--- config.mk ---
export PLATFORM = sky130hd
export DESIGN_NAME = weight_mem_fifo_control
export DESIGN_NICKNAME = d
export VERILOG_FILES = /design/src/rtl/tpu_pkg.sv /design/src/rtl/weight_row_buf.sv /design/src/rtl/weight_mem_fifo_control.sv
export SDC_FILE = /design/constraint.sdc
export NUM_CORES = 1
export LEC_CHECK = 0
export BUFFER_PORTS_ARGS = -buffer_cell sky130_fd_sc_hd__buf_2
export CAP_MARGIN = 25
export CORE_ASPECT_RATIO = 0.75
export CORE_MARGIN = 2
export CORE_UTILIZATION = 35
export CTS_BUF_LIST = sky130_fd_sc_hd__clkbuf_8
export DETAILED_ROUTE_END_ITERATION = 6
export HOLD_SLACK_MARGIN = 0.08
export PLACE_DENSITY_LB_ADDON = 0.25
export SYNTH_ARGS = -nofsm -noshare
export SYNTH_HDL_FRONTEND = slang
export SYNTH_SLANG_ARGS = --single-unit
--- constraint.sdc ---
create_clock -name clk -period 7.5 [get_ports clk]
set_input_delay 0.75 -clock clk [delete_from_list [all_inputs] [get_ports clk]]
set_output_delay 0.75 -clock clk [all_outputs]
set_load 0.03 [all_outputs]
--- src/rtl/tpu_pkg.sv ---
// ----------------------------------------------------------------------------
// tpu_pkg
// Shared definitions for the weight path of the systolic-array TPU:
//   - DEFAULT_WIDTH_HEIGHT : default systolic array dimension (rows = cols)
//   - MAX_MASK_W           : widest row the column-mask helper can describe
//   - wmf_state_e          : states of the weight memory -> FIFO mover
//   - col_byte_mask()      : byte-enable mask keeping columns 0..num_col
// ----------------------------------------------------------------------------
package tpu_pkg;

    localparam int DEFAULT_WIDTH_HEIGHT = 16;
    localparam int MAX_MASK_W           = 64 * 8;

    typedef enum logic [1:0] {
        ST_IDLE = 2'd0,
        ST_PAD  = 2'd1,
        ST_LOAD = 2'd2,
        ST_DONE = 2'd3
    } wmf_state_e;

    // Bytes 0..num_col are all ones, every higher byte is zero. Callers cast
    // the result down to their own row width.
    function automatic logic [MAX_MASK_W-1:0] col_byte_mask(input int unsigned num_col);
        logic [MAX_MASK_W-1:0] m;
        m = '0;
        for (int unsigned i = 0; i < MAX_MASK_W / 8; i++) begin
            if (i <= num_col) begin
                m[i*8 +: 8] = 8'hFF;
            end
        end
        return m;
    endfunction

endpackage

--- src/rtl/weight_row_buf.sv ---
// ----------------------------------------------------------------------------
// weight_row_buf
// Two-entry in-order buffer holding weight rows returned by memory until the
// weight FIFO accepts them.
// Ports:
//   clk, reset      : clock, asynchronous active-high reset (empties buffer)
//   flush           : synchronous empty, overrides wr_en/rd_en
//   wr_en, wr_data  : append a row (caller guarantees not full)
//   rd_en           : drop the head row (caller guarantees not empty)
//   rd_data         : current head row
//   count           : number of rows held (0..2)
// ----------------------------------------------------------------------------
module weight_row_buf #(
    parameter int DATA_WIDTH = 128
) (
    input  logic                  clk,
    input  logic                  reset,
    input  logic                  flush,
    input  logic                  wr_en,
    input  logic [DATA_WIDTH-1:0] wr_data,
    input  logic                  rd_en,
    output logic [DATA_WIDTH-1:0] rd_data,
    output logic [1:0]            count
);

    logic [1:0]            count_q, count_d;
    logic [DATA_WIDTH-1:0] head_q, head_d;
    logic [DATA_WIDTH-1:0] tail_q, tail_d;

    always_comb begin
        count_d = count_q;
        head_d  = head_q;
        tail_d  = tail_q;
        if (flush) begin
            count_d = 2'd0;
        end else begin
            case ({wr_en, rd_en})
                2'b10: begin
                    if (count_q == 2'd0) begin
                        head_d = wr_data;
                    end else begin
                        tail_d = wr_data;
                    end
                    count_d = count_q + 2'd1;
                end
                2'b01: begin
                    head_d  = tail_q;
                    count_d = count_q - 2'd1;
                end
                2'b11: begin
                    // Simultaneous pop and push: count is unchanged, the new
                    // row goes behind whatever remains after the pop.
                    if (count_q == 2'd2) begin
                        head_d = tail_q;
                        tail_d = wr_data;
                    end else begin
                        head_d = wr_data;
                    end
                end
                default: ;
            endcase
        end
    end

    always_ff @(posedge clk or posedge reset) begin
        if (reset) begin
            count_q <= 2'd0;
        end else begin
            count_q <= count_d;
        end
    end

    // Row storage needs no reset: count alone says which entries are valid.
    always_ff @(posedge clk) begin
        head_q <= head_d;
        tail_q <= tail_d;
    end

    assign rd_data = head_q;
    assign count   = count_q;

endmodule

--- src/rtl/weight_mem_fifo_control.sv ---
// ----------------------------------------------------------------------------
// weight_mem_fifo_control
// Moves one weight tile from weight memory into the weight FIFO feeding the
// systolic array. Unused rows are padded with zero rows pushed first, unused
// columns are masked to zero, so the FIFO always receives WIDTH_HEIGHT rows.
// Ports:
//   clk, reset            : clock, asynchronous active-high reset
//   weight_mem_fifo_en    : job request / hold level from the multiply master
//   num_row, num_col      : valid rows-1 / valid columns-1 of the tile
//   base_addr             : memory address of tile row 0
//   mem_rd_en, mem_addr   : memory read strobe and address
//   mem_rd_data           : read data, valid one cycle after mem_rd_en
//   fifo_wr_en/_data      : push to the weight FIFO (byte i = column i)
//   fifo_full             : FIFO cannot accept a push this cycle
//   weight_mem_fifo_done  : one-cycle pulse after the final push
// ----------------------------------------------------------------------------
module weight_mem_fifo_control
    import tpu_pkg::*;
#(
    parameter int WIDTH_HEIGHT = DEFAULT_WIDTH_HEIGHT,
    parameter int DATA_WIDTH   = WIDTH_HEIGHT * 8,
    parameter int ADDR_WIDTH   = 8
) (
    input  logic                            clk,
    input  logic                            reset,
    input  logic                            weight_mem_fifo_en,
    input  logic [$clog2(WIDTH_HEIGHT)-1:0] num_row,
    input  logic [$clog2(WIDTH_HEIGHT)-1:0] num_col,
    input  logic [ADDR_WIDTH-1:0]           base_addr,
    output logic                            mem_rd_en,
    output logic [ADDR_WIDTH-1:0]           mem_addr,
    input  logic [DATA_WIDTH-1:0]           mem_rd_data,
    output logic                            fifo_wr_en,
    output logic [DATA_WIDTH-1:0]           fifo_wr_data,
    input  logic                            fifo_full,
    output logic                            weight_mem_fifo_done
);

    localparam int CW = $clog2(WIDTH_HEIGHT);
    localparam int RW = CW + 1;   // holds row counts up to WIDTH_HEIGHT

    wmf_state_e            state_q, state_d;
    logic [CW-1:0]         num_col_q, num_col_d;
    logic [CW-1:0]         pad_cnt_q, pad_cnt_d;
    logic [RW-1:0]         rd_left_q, rd_left_d;
    logic [RW-1:0]         push_left_q, push_left_d;
    logic [ADDR_WIDTH-1:0] rd_addr_q, rd_addr_d;
    logic                  inflight_q, inflight_d;

    logic [CW-1:0]         pad_init;
    logic [DATA_WIDTH-1:0] col_mask;
    logic                  rd_issue;

    logic                  buf_flush;
    logic                  buf_wr;
    logic                  buf_pop;
    logic [DATA_WIDTH-1:0] buf_rd_data;
    logic [1:0]            buf_count;

    assign pad_init = CW'(WIDTH_HEIGHT - 1) - num_row;
    assign col_mask = DATA_WIDTH'(col_byte_mask(32'(num_col_q)));

    weight_row_buf #(
        .DATA_WIDTH (DATA_WIDTH)
    ) u_row_buf (
        .clk     (clk),
        .reset   (reset),
        .flush   (buf_flush),
        .wr_en   (buf_wr),
        .wr_data (mem_rd_data & col_mask),
        .rd_en   (buf_pop),
        .rd_data (buf_rd_data),
        .count   (buf_count)
    );

    always_comb begin
        state_d     = state_q;
        num_col_d   = num_col_q;
        pad_cnt_d   = pad_cnt_q;
        rd_left_d   = rd_left_q;
        push_left_d = push_left_q;
        rd_addr_d   = rd_addr_q;
        inflight_d  = 1'b0;

        mem_rd_en            = 1'b0;
        mem_addr             = '0;
        fifo_wr_en           = 1'b0;
        fifo_wr_data         = '0;
        weight_mem_fifo_done = 1'b0;
        buf_flush            = 1'b0;
        buf_wr               = 1'b0;
        buf_pop              = 1'b0;
        rd_issue             = 1'b0;

        case (state_q)
            ST_IDLE: begin
                if (weight_mem_fifo_en) begin
                    num_col_d   = num_col;
                    pad_cnt_d   = pad_init;
                    // Reads descend so tile row 0 is pushed last.
                    rd_addr_d   = base_addr + ADDR_WIDTH'(num_row);
                    rd_left_d   = RW'(num_row) + RW'(1);
                    push_left_d = RW'(num_row) + RW'(1);
                    state_d     = (pad_init == '0) ? ST_LOAD : ST_PAD;
                end
            end

            ST_PAD: begin
                if (!weight_mem_fifo_en) begin
                    state_d   = ST_IDLE;
                    buf_flush = 1'b1;
                end else if (!fifo_full) begin
                    fifo_wr_en = 1'b1;
                    pad_cnt_d  = pad_cnt_q - CW'(1);
                    if (pad_cnt_q == CW'(1)) begin
                        state_d = ST_LOAD;
                    end
                end
            end

            ST_LOAD: begin
                if (!weight_mem_fifo_en) begin
                    // Abort: drop buffered rows; inflight_d stays 0 so the
                    // pending read return is ignored.
                    state_d   = ST_IDLE;
                    buf_flush = 1'b1;
                end else begin
                    buf_wr       = inflight_q;
                    buf_pop      = (buf_count != 2'd0) && !fifo_full;
                    fifo_wr_en   = buf_pop;
                    fifo_wr_data = buf_rd_data;

                    // Credit: rows buffered plus the one in flight, less this
                    // cycle's pop, must leave room for the new read's return.
                    rd_issue = (rd_left_q != '0) &&
                               (({1'b0, buf_count} + {2'b00, inflight_q}) <
                                (3'd2 + {2'b00, buf_pop}));
                    mem_rd_en  = rd_issue;
                    inflight_d = rd_issue;
                    if (rd_issue) begin
                        mem_addr  = rd_addr_q;
                        rd_addr_d = rd_addr_q - ADDR_WIDTH'(1);
                        rd_left_d = rd_left_q - RW'(1);
                    end

                    if (buf_pop) begin
                        push_left_d = push_left_q - RW'(1);
                        if (push_left_q == RW'(1)) begin
                            state_d = ST_DONE;
                        end
                    end
                end
            end

            ST_DONE: begin
                weight_mem_fifo_done = 1'b1;
                state_d              = ST_IDLE;
            end

            default: state_d = ST_IDLE;
        endcase
    end

    always_ff @(posedge clk or posedge reset) begin
        if (reset) begin
            state_q     <= ST_IDLE;
            num_col_q   <= '0;
            pad_cnt_q   <= '0;
            rd_left_q   <= '0;
            push_left_q <= '0;
            rd_addr_q   <= '0;
            inflight_q  <= 1'b0;
        end else begin
            state_q     <= state_d;
            num_col_q   <= num_col_d;
            pad_cnt_q   <= pad_cnt_d;
            rd_left_q   <= rd_left_d;
            push_left_q <= push_left_d;
            rd_addr_q   <= rd_addr_d;
            inflight_q  <= inflight_d;
        end
    end

endmodule

# Word level (Yosys, flattened, before mapping)
# Index checks and enable logic that the tools add are counted.
# classes
addsub	11
order_cmp	16
eq_ne	22
n_mux	64
bitwise	2
reduce_logical	21
# op_table
operator	n
two-way mux 128 bit	6
case mux 128 bit (3 select lines)	1
case mux 128 bit (2 select lines)	1
two-way mux 8 bit	21
AND 128 bit	1
<= comparator 4 bit, first input constant	8
two-way mux 5 bit	5
case mux 5 bit (2 select lines)	2
two-way mux 2 bit	9
<= comparator 3 x 4 -> 1 bit, first input constant	4
case mux 8 bit (2 select lines)	1
AND reduction 4 bit	4
inequality test 2 bit, second input constant	7
two-way mux 4 bit	3
inequality test 3 bit, second input constant	4
two-way mux 1 bit	11
== test 2 bit, second input constant	5
subtractor 5 x 1 -> 5 bit, second input constant	2
adder 8 x 4 -> 8 bit	1
<= comparator 2 x 4 -> 1 bit, first input constant	2
case mux 2 bit (4 select lines)	1
case mux 4 bit (2 select lines)	1
nonzero test 2 bit	4
subtractor 8 x 1 -> 8 bit, second input constant	1
26 further kinds	31
# totals
regBits	287
inputBits	148
out_inout_bits	139
elab_cells	146

# Depth between registers and ports, before layout
# Gate-level depths: netlist of run 1.
# logic_depth
depth_word	8
mapped_depth	9
depth_no_buf	8

# By module
# Synthesis of run 1 repeated with hierarchy kept, for this count alone.
# hier_totals
hier_cells	966
area_unflattened_um2	13474.2
# by_module_without_submodules
module	instances	cells_each	area_per_inst_um2
weight_row_buf	1	417	9476.6
weight_mem_fifo_control	1	549	3997.6

# Worst setup path after synthesis of run 1
# Ideal clock, no wire load.
# synth_timing
kind	reg2reg
startpoint	register state_q[0]
endpoint	register u_row_buf.tail_q[0], enable pin
t_arrival_ns	7.455
slack_ns	-0.613
path_stages_with_launch	8
n_path_buf	2
period_less_slack_ns	8.113
cell_sequence	dfrtp_1 -> inv_1 -> ha_1 -> buf_2 -> clkbuf_1 -> and2_1 -> nand2_1 -> a21oi_1
# synth_between
elab_chain_len	5
elab_cells_between_ends	13
classes_between	6 x eq/ne; 3 x mux; 1 x bitwise; 3 x reduce/logical
# synth_lines
item	line	source
start, declared	weight_mem_fifo_control.sv:42	wmf_state_e state_q, state_d;
start signal, assigned	weight_mem_fifo_control.sv:174	state_q <= state_d;
== test 2 bit / == test 2 x 1 -> 1 bit (equally long branches)	weight_mem_fifo_control.sv:95	case (state_q)
two-way mux 1 bit / OR reduction 2 bit (equally long branches)	--	
== test 2 bit / two-way mux 1 bit (equally long branches)	--	
inequality test 2 x 1 -> 1 bit (no line), or another cell as far along	--	
AND reduction 4 bit (no line) *	--	
end signal, assigned	weight_row_buf.sv:76	tail_q <= tail_d;
end, declared	weight_row_buf.sv:28	logic [DATA_WIDTH-1:0] tail_q, tail_d;
# Every way passes the cells marked *; elsewhere a longest branch is shown, timed or not.
# A chain may end at the register's enable or synchronous reset.

# Final worst setup path of run 1
# layout_timing
startpoint	register state_q[0]
endpoint	output port mem_addr[0]
# layout_between
elab_chain_len	2
# layout_lines
item	line	source
== test 2 bit	weight_mem_fifo_control.sv:95	
two-way mux 8 bit	weight_mem_fifo_control.sv:95	
end, declared	weight_mem_fifo_control.sv:31	output logic [ADDR_WIDTH-1:0] mem_addr,
# No other way between the ends.

==> out/qor.csv, run 1 <==
metric,value,unit
status,completed,
placed_area,15200,um^2
rr_startpoint,state_q[0]$_DFFE_PP0P_,
met2_usage,25.5,%
hold_buffers,0,
die_y,173,um
required,6750,ps
placementRows,61,
netlist_instances,967,
wl_per_cell,19.3,um
setup_viol,0,
dpl.hpwl,22.1,mm
ff2ff_path_depth,7,
postCtsResizedCells,0,
gp_congestion,0.816,
worstHoldPathType,in2async,
hold_violations,0,
cts_setup_buffers,0,
ant_nets,0,
finalCritPeriodShare,53.4,%
antenna_found_initial,7,
critPathArrivalTime,3260,ps
worst_pin_slew,982,ps
grt_pass1_wl,52.3,mm
crit_start,state_q[0]$_DFFE_PP0P_,
synth_top_area_share,57.4,%
viasPerCell,4.97,
path_class,reg2out,
end_kind,output pin,
overflow,0,
skew,33.9,ps
area_growth_syn_to_layout,21.1,%
top_usage_layer,met2,
leakagePower,7.07,nW
vias,8930,
drive_above_1_share,40.2,%
syn_area,13400,um^2
dp_slack,3680,ps
cts_sinks,287,
clockBufferDepth,3,
io_pins,287,
grtUsageTotal,16.8,%
drtIter0Drc,598,
fin_nets,1418,
port_buffers,286,
first_pass_iters,5,
synth_fp_nets,1133,
ir_drop,0.135,mV
cts_tree,yes,
synth_ff_type,edfxtp_1,
use_met1,23.2,%
cp-start-kind,register,
netlist_top_cells_count,"edfxtp_1, and3_1, mux2_2",
synth_top_area_cell,edfxtp_1,
grt_pass1_vias,8979,
htree_levels,2,
fmax,0.249,GHz
relSlewSlack,34.5,%
wl,34.6,mm
synth_edf_count,256,
critPathMaxFanout,84,
syn_avg_cell_area,13.8,um^2
r2r_slack,3800,ps
drc,0,
clk_pin_slew_worst_paths,80,ps
yosys_warnings,0,
clock_latency,590,ps
grt_max_degree,86,
synth.most_common_cell,edfxtp_1,
dieArea,39800,um^2
root_buffer,clkbuf_8,
synthDistinctLibCells,65,
async_flop_share,10.8,%
drv_slew,0,
fin_area,16200,um^2
final_util,43.3,%
p_per_area,302,nW/um^2
finalCriticalPeriod,4010,ps
die_w,230,um
setup_tns,0,ps
seq_area_frac_synth,63.2,%
ys_seq_elements,287,
initial_core_util,35.8,%
cts_buffers,49,
core-area,37400,um^2
max-cap-violations,0,
fillers,3550,
rsz0062_at_grt,no,
grt.met3_usage,4.77,%
timing.final.ws_setup,3490,ps
synth.area.top_cells,"edfxtp_1, mux2_2, and3_1",
-- worst paths after layout --
check,to
worst max-delay path,mem_addr[0]
worst max register to register,u_row_buf.rd_data[40]$_DFFE_PP_
worst min-delay path,num_col_q[1]$_DFFE_PP0P_
worst min register to register,rd_left_q[0]$_DFFE_PP0P_
max in group asynchronous,rd_left_q[4]$_DFFE_PP0P_
min in group clk,u_row_buf.tail_q[1]$_DFFE_PP_
-- per-layer routing --
layer | up-vias | wire [um]
li1 | 4171 | -
met1 | 4389 | 15900
met2 | 296 | 15300
met3 | 68 | 2490
met4 | 6 | 874
met5 | - | 39
-- layout make-up --
cell class	count	area, um^2	area share (%)
tap	504	631	3.89
inverter	22	82.6	0.509
antenna	3	7.51	0.0463
sequential	287	8460	52.2
timing repair buffer	297	1520	9.35
clock buffer	56	771	4.75
clock inverter	34	201	1.24
multi-input combinational	595	4540	28.0
-- power breakdown --
group          total [W]  internal (W)  leakage (nW)  switching [W]
registers        0.00208       0.00195          2.73       0.000130
logic            0.00140      0.000560          3.78       0.000842
clock network    0.00141      0.000754         0.568       0.000653
-- flip-flops by register name, summed over array words and instances, names as in the netlist --
name / cells
state_q: 2
u_row_buf.tail_q: 128
rd_left_q: 5
rd_addr_q: 8
pad_cnt_q: 4
inflight_q: 1
num_col_q: 4
push_left_q: 5
u_row_buf.rd_data: 128
u_row_buf.count: 2
-- critical path: stages (launching register included) --
cell,delay (ps)
dfrtp_1,410
inv_1,150
ha_4,660
nand2_2,340
a211oi_4,540
nand2_1,210
nor2_1,160
buf_2,210
-- logic make-up (layout without fill, tap and decap cells) --
| logic type | Yosys count | in the layout | share of synthesized area (%) |
|---|---|---|---|
| compound gates | 93 | 93 | 4.58 |
| xor+xnor | 7 | 7 | 0.458 |
| fa+ha+maj | 18 | 18 | 1.74 |
| buf+inv | 85 | 409 | 3.18 |
| flops | 287 | 287 | 63.2 |
| mux | 137 | 137 | 11.5 |
| other cells | 0 | 3 | 0 |
| simple gates | 340 | 340 | 15.3 |
-- cells in the final DEF, fill, tap and decap left out, types with 3 or more instances in the layout --
| master | count |
|---|---|
| edfxtp_1 | 256 |
| o211ai_1 | 3 |
| o21ai_0 | 22 |
| dfrtp_1 | 31 |
| mux2i_1 | 3 |
| buf_4 | 12 |
| xor2_1 | 5 |
| or2_2 | 3 |
| buf_2 | 285 |
| o22ai_1 | 5 |
| a21o_1 | 6 |
| nor3_1 | 3 |
| mux2_2 | 133 |
| o31ai_1 | 5 |
| and3_1 | 144 |
| and2_4 | 8 |
| diode_2 | 3 |
| a31oi_1 | 6 |
| clkinv_2 | 4 |
| and2_1 | 107 |
| clkinv_1 | 6 |
| nand3_1 | 5 |
| o21ai_1 | 6 |
| nor2_1 | 19 |
| a21oi_1 | 14 |
| inv_1 | 40 |
| nand2_1 | 25 |
| clkbuf_8 | 56 |
| ha_1 | 16 |
| nor2b_1 | 8 |
| o31a_1 | 3 |
-- per-stage QoR --
| step | hold WS (ps) | instances | power [W] |
|---|---|---|---|
| CTS | 253 | 1795 | 0.00497 |
| finish | 292 | 1798 | 0.00489 |
| detailed placement | 513 | 1705 | 0.00353 |
| global placement | 504 | 1705 | 0.00350 |
| global route | 274 | 1795 | 0.00518 |
| floorplan | 472 | 967 | 0.00311 |
No activity file was read; power rests on OpenSTA's default activity.
==> run 2: changes to the inputs <==
ABC_AREA = 1   (was unset)
clock period = 3.3 ns   (was 7.5 ns; I/O delays follow)
==> run 2 against run 1 <==
Against the previous run: die area up 2.1%; count of clock-buffer cells in the layout shrank 7; setup slack lost 3200 ps; critical path type unchanged; critical path depth down 1; synthesized cell count is 36% higher; utilization grew 3.0 points; register-to-register slack worse by 3100 ps; clock skew decreased by 4.9 ps; sequential share of layout area decreased by 4.6 points.
==> out/qor.csv, run 2 <==
metric,value,unit,change
status,completed,,
synth_edf_count,256,,unchanged
synth.area.mux_share,9.20,%,-2.3 points
io_pins,287,,unchanged
vias,10100,,+14%
final_common_cell,inv_1,,
clk_pin_slew_worst_paths,60,ps,-20 ps
synth_ff_type,edfxtp_1,,
placementRows,62,,+1.6%
multiInputGateArea,3910,um^2,-14%
area_growth_syn_to_layout,30.1,%,
fmax,0.329,GHz,
synth_top_area_cell,edfxtp_1,,
hold_violations,0,,unchanged
clock_latency,590,ps,about the same
path_class,reg2out,,
synth_top_area_share,56.2,%,-1.2 points
syn_avg_cell_area,10.4,um^2,-25%
path_cells,"inv_1, ha_2, nand2_4, buf_4, nor2_1, buf_2",,
cts_buffers,49,,unchanged
netlist_top_cells_count,"inv_1, nor2_1, edfxtp_1",,
wl_per_cell,15.3,um,-20%
syn_area,13700,um^2,+2.2%
synth.most_common_cell,inv_1,,
cts_sinks,287,,unchanged
drtIter0Drc,638,,+6.7%
viasPerCell,4.42,,-11%
final_cell_mix,"inv_1, buf_2, nor2_1, edfxtp_1, nand2_1",,
dieArea,40700,um^2,+2.1%
initial_core_util,35.6,%,-0.18 points
synth_top_family_by_area,simple AND/OR/NAND/NOR gates,,
postCtsResizedCells,0,,unchanged
synth_compound_area_share,2.95,%,-1.6 points
drv_slew,0,,unchanged
gp_congestion,0.841,,+3.0%
wl,35.2,mm,+1.5%
ir_drop,0.333,mV,+150%
grt_pass1_wl,55.0,mm,+5.2%
drive_above_1_share,27.6,%,-13 points
end_kind,output pin,,
ff_latch_area,8460,um^2,unchanged
yosys_warnings,0,,unchanged
worst_pin_slew,919,ps,-62.8 ps
required,2970,ps,-3780 ps
finalCritPeriodShare,92.2,%,
hold_ws,122,ps,-170 ps
root_buffer,clkbuf_8,,
critPathArrivalTime,2710,ps,-550 ps
grt_max_degree,82,,-4.7%
cts_tree,yes,,
relSlewSlack,38.3,%,+3.8 points
ys_seq_elements,287,,unchanged
hold_start,mem_rd_data[82],,
worstHoldPathType,in2reg,,
htree_levels,2,,unchanged
hold_path_depth,3,,
overflow,0,,unchanged
crit_start,state_q[0]$_DFFE_PP0P_,,
fin_nets,1910,,+35%
yosys.area_share.adder,1.70,%,-0.037 points
critPathMaxFanout,81,,-3.6%
leakagePower,8.80,nW,+24%
cp-start-kind,register,,
skew,29.0,ps,-4.94 ps
ff2ff_path_depth,7,,unchanged
rsz0062_at_grt,no,,
core-area,38400,um^2,+2.7%
critPathSlowestCell,buf_4,,
async_flop_share,10.8,%,unchanged
port_buffers,286,,unchanged
setup_tns,0,ps,unchanged
synth.area.top_cells,"edfxtp_1, inv_1, nor2_1",,
yosys.area_share.simple,14.2,%,-1.1 points
setup_viol,0,,unchanged
first_pass_iters,5,,unchanged
synth_fp_nets,1482,,+31%
drc,0,,unchanged
antenna_found_initial,2,,-5
ant_nets,0,,unchanged
grtUsageTotal,17.1,%,+0.35 points
dpl.hpwl,23.4,mm,+5.8%
synthDistinctLibCells,37,,-43%
synth_xor_area_share,0.256,%,-0.20 points
die_y,175,um,+1.1%
netlist_instances,1316,,+36%
max-cap-violations,0,,unchanged
rr_startpoint,state_q[0]$_DFFE_PP0P_,,
seq_area_frac_synth,61.9,%,-1.3 points
finalCriticalPeriod,3040,ps,
cts_setup_buffers,0,,unchanged
fillers,3630,,+2.3%
grt_pass1_vias,10300,,+15%
p_per_area,625,nW/um^2,+110%
max_stage_delay,700,ps,+40 ps
clockBufferDepth,3,,unchanged
die_w,232,um,+1.1%
r2r_slack,730,ps,-3070 ps
[run 2: changes by cell type after synthesis, moves of 34 or more]
| cell | before | now |
|---|---|---|
| inv_1 | 21 | 305 |
| nor2_1 | 20 | 276 |
| and3_1 | 144 | 0 |
| nand2_1 | 25 | 144 |
| and2_1 | 107 | 0 |
| mux2_2 | 133 | 84 |
| nand3_1 | 5 | 39 |
[run 2: cell families after synthesis]
kind of cell               Yosys count
and+or+nand+nor                    483
buffers and inverters              346
DFF                                287
muxes                              105
AOI/OAI and AO/OA                   73
adders and majority gates           18
xor gates and xnor gates             4
[run 2: through the flow]
| step | worst slack, ps | instances | power [W] | instance area (um^2) | utilization, % |
|---|---|---|---|---|---|
| floorplan | -313 | 1316 | 0.00725 | 13700 | - |
| global placement | 818 | 2090 | 0.00817 | 15800 | 41.1 |
| detailed placement | 752 | 2090 | 0.00825 | 15800 | 41.1 |
| CTS | 212 | 2293 | 0.0113 | 17800 | 46.3 |
| global route | 62.0 | 2294 | 0.0119 | 17800 | 46.3 |
| finish | 257 | 2296 | 0.0111 | 17800 | 46.3 |
[run 2: path summary, 6_finish.rpt]
kind / to
setup / recovery: fifo_wr_data[64]
hold / removal: u_row_buf.tail_q[82]$_DFFE_PP_
setup reg to reg: u_row_buf.rd_data[77]$_DFFE_PP_
hold reg to reg: rd_addr_q[1]$_DFFE_PP0P_
max in group asynchronous: pad_cnt_q[2]$_DFFE_PP0P_
min in group asynchronous: rd_addr_q[6]$_DFFE_PP0P_
[run 2: layout make-up]
| class | instances | area share (%) |
|---|---|---|
| inverters | 309 | 6.52 |
| diodes | 3 | 0.0422 |
| multi-input cells | 683 | 22.0 |
| clock buffers | 49 | 3.79 |
| well taps | 512 | 3.60 |
| flip-flops and latches | 287 | 47.6 |
| clock inverters | 39 | 0.957 |
| repair buffers | 414 | 15.5 |
[run 2: repair_timing]
item / in CTS / in global routing
setup endpoints to repair: 0 / 0
hold buffers: 115 / 0
hold endpoints to repair: 153 / 0
[run 2: worst max-delay path, delay by kind of cell, from the launching register on]
family	cells	cell delay (ps)
fa+ha+maj	1	330
buf+inv	3	1010
flops	1	410
simple gates	2	330
[run 2: power breakdown]
part           switching, W  internal (W)  leakage [nW]
Combinational       0.00232       0.00120          5.57
Clock               0.00146       0.00139         0.493
Sequential         0.000221       0.00452          2.73
[run 2: layer usage]
metal  vias up  global-route usage (%)  routed length (um)  share of wire [%]
met4         0                    4.46                 614                1.7
met3        54                    3.67                2350                6.7
li1       5032                       -                   -                  -
met2       331                    26.8               15800                 45
met5         -                       0                   0                  0
met1      4729                    24.1               16400                 47
==> run 3: changes to the inputs <==
BUFFER_PORTS_ARGS = -buffer_cell sky130_fd_sc_hd__clkbuf_2   (was -buffer_cell sky130_fd_sc_hd__buf_2)
SETUP_SLACK_MARGIN = 0.15   (was unset)
==> run 3 against run 2 <==
Against the previous run: final cell count decreased by 0.39%; global-route usage decreased by 0.45 points; flip-flop and latch count unchanged; clock power increased by 2%; critical endpoint is now mem_rd_en; largest power group unchanged.
==> out/qor.csv, run 3 (same netlist as run 2, synthesis figures left out) <==
metric,value,unit,change
hold_violations,0,,unchanged
grtUsageTotal,16.7,%,-0.45 points
finalCritPeriodShare,83.8,%,-8.4 points
initial_core_util,35.6,%,unchanged
first_pass_iters,7,,+2
relSlewSlack,35.3,%,-3.0 points
dieArea,40700,um^2,unchanged
drc,0,,unchanged
die_y,175,um,unchanged
path_cells,"inv_1, ha_4, nand2_4, inv_2, nand3_1, inv_1, clkbuf_2",,
max-cap-violations,0,,unchanged
fmax,0.361,GHz,+10%
skew,22.7,ps,-6.29 ps
max_stage_delay,410,ps,-290 ps
clk_pin_slew_worst_paths,70,ps,about the same
antenna_found_initial,2,,unchanged
final_cell_mix,"inv_1, clkbuf_2, nor2_1, edfxtp_1, nand2_1",,
cp-start-kind,register,,
viasPerCell,4.43,,+0.22%
drtIter0Drc,614,,-3.8%
wl_per_cell,15.0,um,-1.8%
gp_congestion,0.825,,-1.8%
timing.final.ws_setup,534,ps,+277 ps
required,2970,ps,about the same
leakagePower,8.72,nW,-0.95%
drv_slew,0,,unchanged
grt_pass1_wl,53.2,mm,-3.4%
status,completed,,
worstHoldPathType,in2reg,,
finalCriticalPeriod,2770,ps,-277 ps
critPathSlowestCell,dfrtp_1,,
htree_levels,2,,unchanged
cp_common_cell,inv_1,,
cts_buffers,47,,-4.1%
final_common_cell,inv_1,,
dp_slack,671,ps,-81.2 ps
io_pins,287,,unchanged
vias,10100,,-0.18%
critPathMaxFanout,20,,-75%
clockBufferDepth,3,,unchanged
port_buffers,286,,unchanged
worst_pin_slew,965,ps,+45.4 ps
grt_max_degree,85,,+3.7%
grt_pass1_vias,9976,,-3.2%
cts_tree,yes,,
ant_nets,0,,unchanged
setup_viol,0,,unchanged
ir_drop,0.269,mV,-19%
dpl.hpwl,23.4,mm,+0.24%
crit_family,buffers and inverters,,
overflow,0,,unchanged
r2r_slack,800,ps,+70 ps
critPathArrivalTime,2440,ps,-270 ps
core-area,38400,um^2,unchanged
rsz0062_at_grt,no,,
cts_sinks,287,,unchanged
placementRows,62,,unchanged
path_buf_inv,4,,+1
die_w,232,um,unchanged
root_buffer,clkbuf_8,,
area_growth_syn_to_layout,30.1,%,about the same
end_kind,output pin,,
drive_above_1_share,27.9,%,+0.24 points
path_class,reg2out,,
fin_nets,1905,,-0.26%
p_per_area,629,nW/um^2,+0.69%
wl,34.4,mm,-2.2%
setup_tns,0,ps,unchanged
fillers,3666,,+0.99%
clock_latency,570,ps,-20 ps
run 3: cell count changes in the layout (fill, tap and decap cells not counted), moves of 2 or more:
| cell | previous run | this run |
|---|---|---|
| buf_2 | 286 | 0 |
| inv_6 | 2 | 0 |
| buf_12 | 6 | 8 |
| buf_4 | 7 | 9 |
| clkinv_1 | 14 | 11 |
| clkbuf_2 | 0 | 286 |
| dlygate4sd3_1 | 115 | 107 |
| clkinv_2 | 8 | 4 |
| clkbuf_8 | 49 | 51 |
run 3: where the power goes:
part / switching, W / total (W) / internal [W] / leakage, nW
Combinational: 0.00232 / 0.00354 / 0.00121 / 5.49
Clock: 0.00143 / 0.00292 / 0.00149 / 0.498
Sequential: 0.000223 / 0.00474 / 0.00452 / 2.73
run 3: through the flow:
stage                     area [um^2]  total power, W  instances  hold slack [ps]  util, %
after floorplan                 13700         0.00725       1316              429        -
after global placement          15800         0.00819       2095              456     41.3
after detailed placement        15800         0.00826       2095              440     41.3
after CTS                       17800          0.0113       2285             80.0     46.3
after global routing            17800          0.0119       2287             88.5     46.3
final                           17800          0.0112       2287              114     46.3
run 3: final cells by class:
type                       count  area (um^2)  share of cell area, %
clock inverter                32          155                  0.872
timing repair buffer         411         2740                   15.4
inverter                     309         1160                   6.52
multi-input combinational    683         3920                   22.1
tap                          512          641                   3.60
sequential                   287         8460                   47.6
antenna                        2         5.00                 0.0281
clock buffer                  51          702                   3.95
run 3: worst reg2reg max path, stage by stage, from the launching register on:
cell,delay (ps)
dfrtp_1,410
inv_1,140
ha_4,310
nand2_4,130
inv_2,110
nand3_1,150
o22ai_4,610
buf_12,310
run 3: path summary, 6_finish.rpt:
path,start,endpoint,depth (start not counted)
worst min register to register,push_left_q[4]$_DFFE_PP0P_,push_left_q[4]$_DFFE_PP0P_,2
max in group asynchronous,reset,num_col_q[1]$_DFFE_PP0P_,4
worst min-delay path,mem_rd_data[31],u_row_buf.tail_q[31]$_DFFE_PP_,3
worst max-delay path,state_q[0]$_DFFE_PP0P_,mem_rd_en,7
worst max register to register,state_q[0]$_DFFE_PP0P_,u_row_buf.rd_data[18]$_DFFE_PP_,7
min in group asynchronous,reset,rd_addr_q[6]$_DFFE_PP0P_,4
run 3: timing repair:
action,CTS,global route
buffers inserted,0,0
endpoints found under the hold margin,145,0
resized for setup,0,2
endpoints found under the setup margin,0,83
hold buffers,107,0
run 3: layer usage:
layer	GRT usage, %	wire, um
met4	4.54	593
met2	25.0	14900
met3	3.44	2250
met1	24.4	16600
met5	0	0
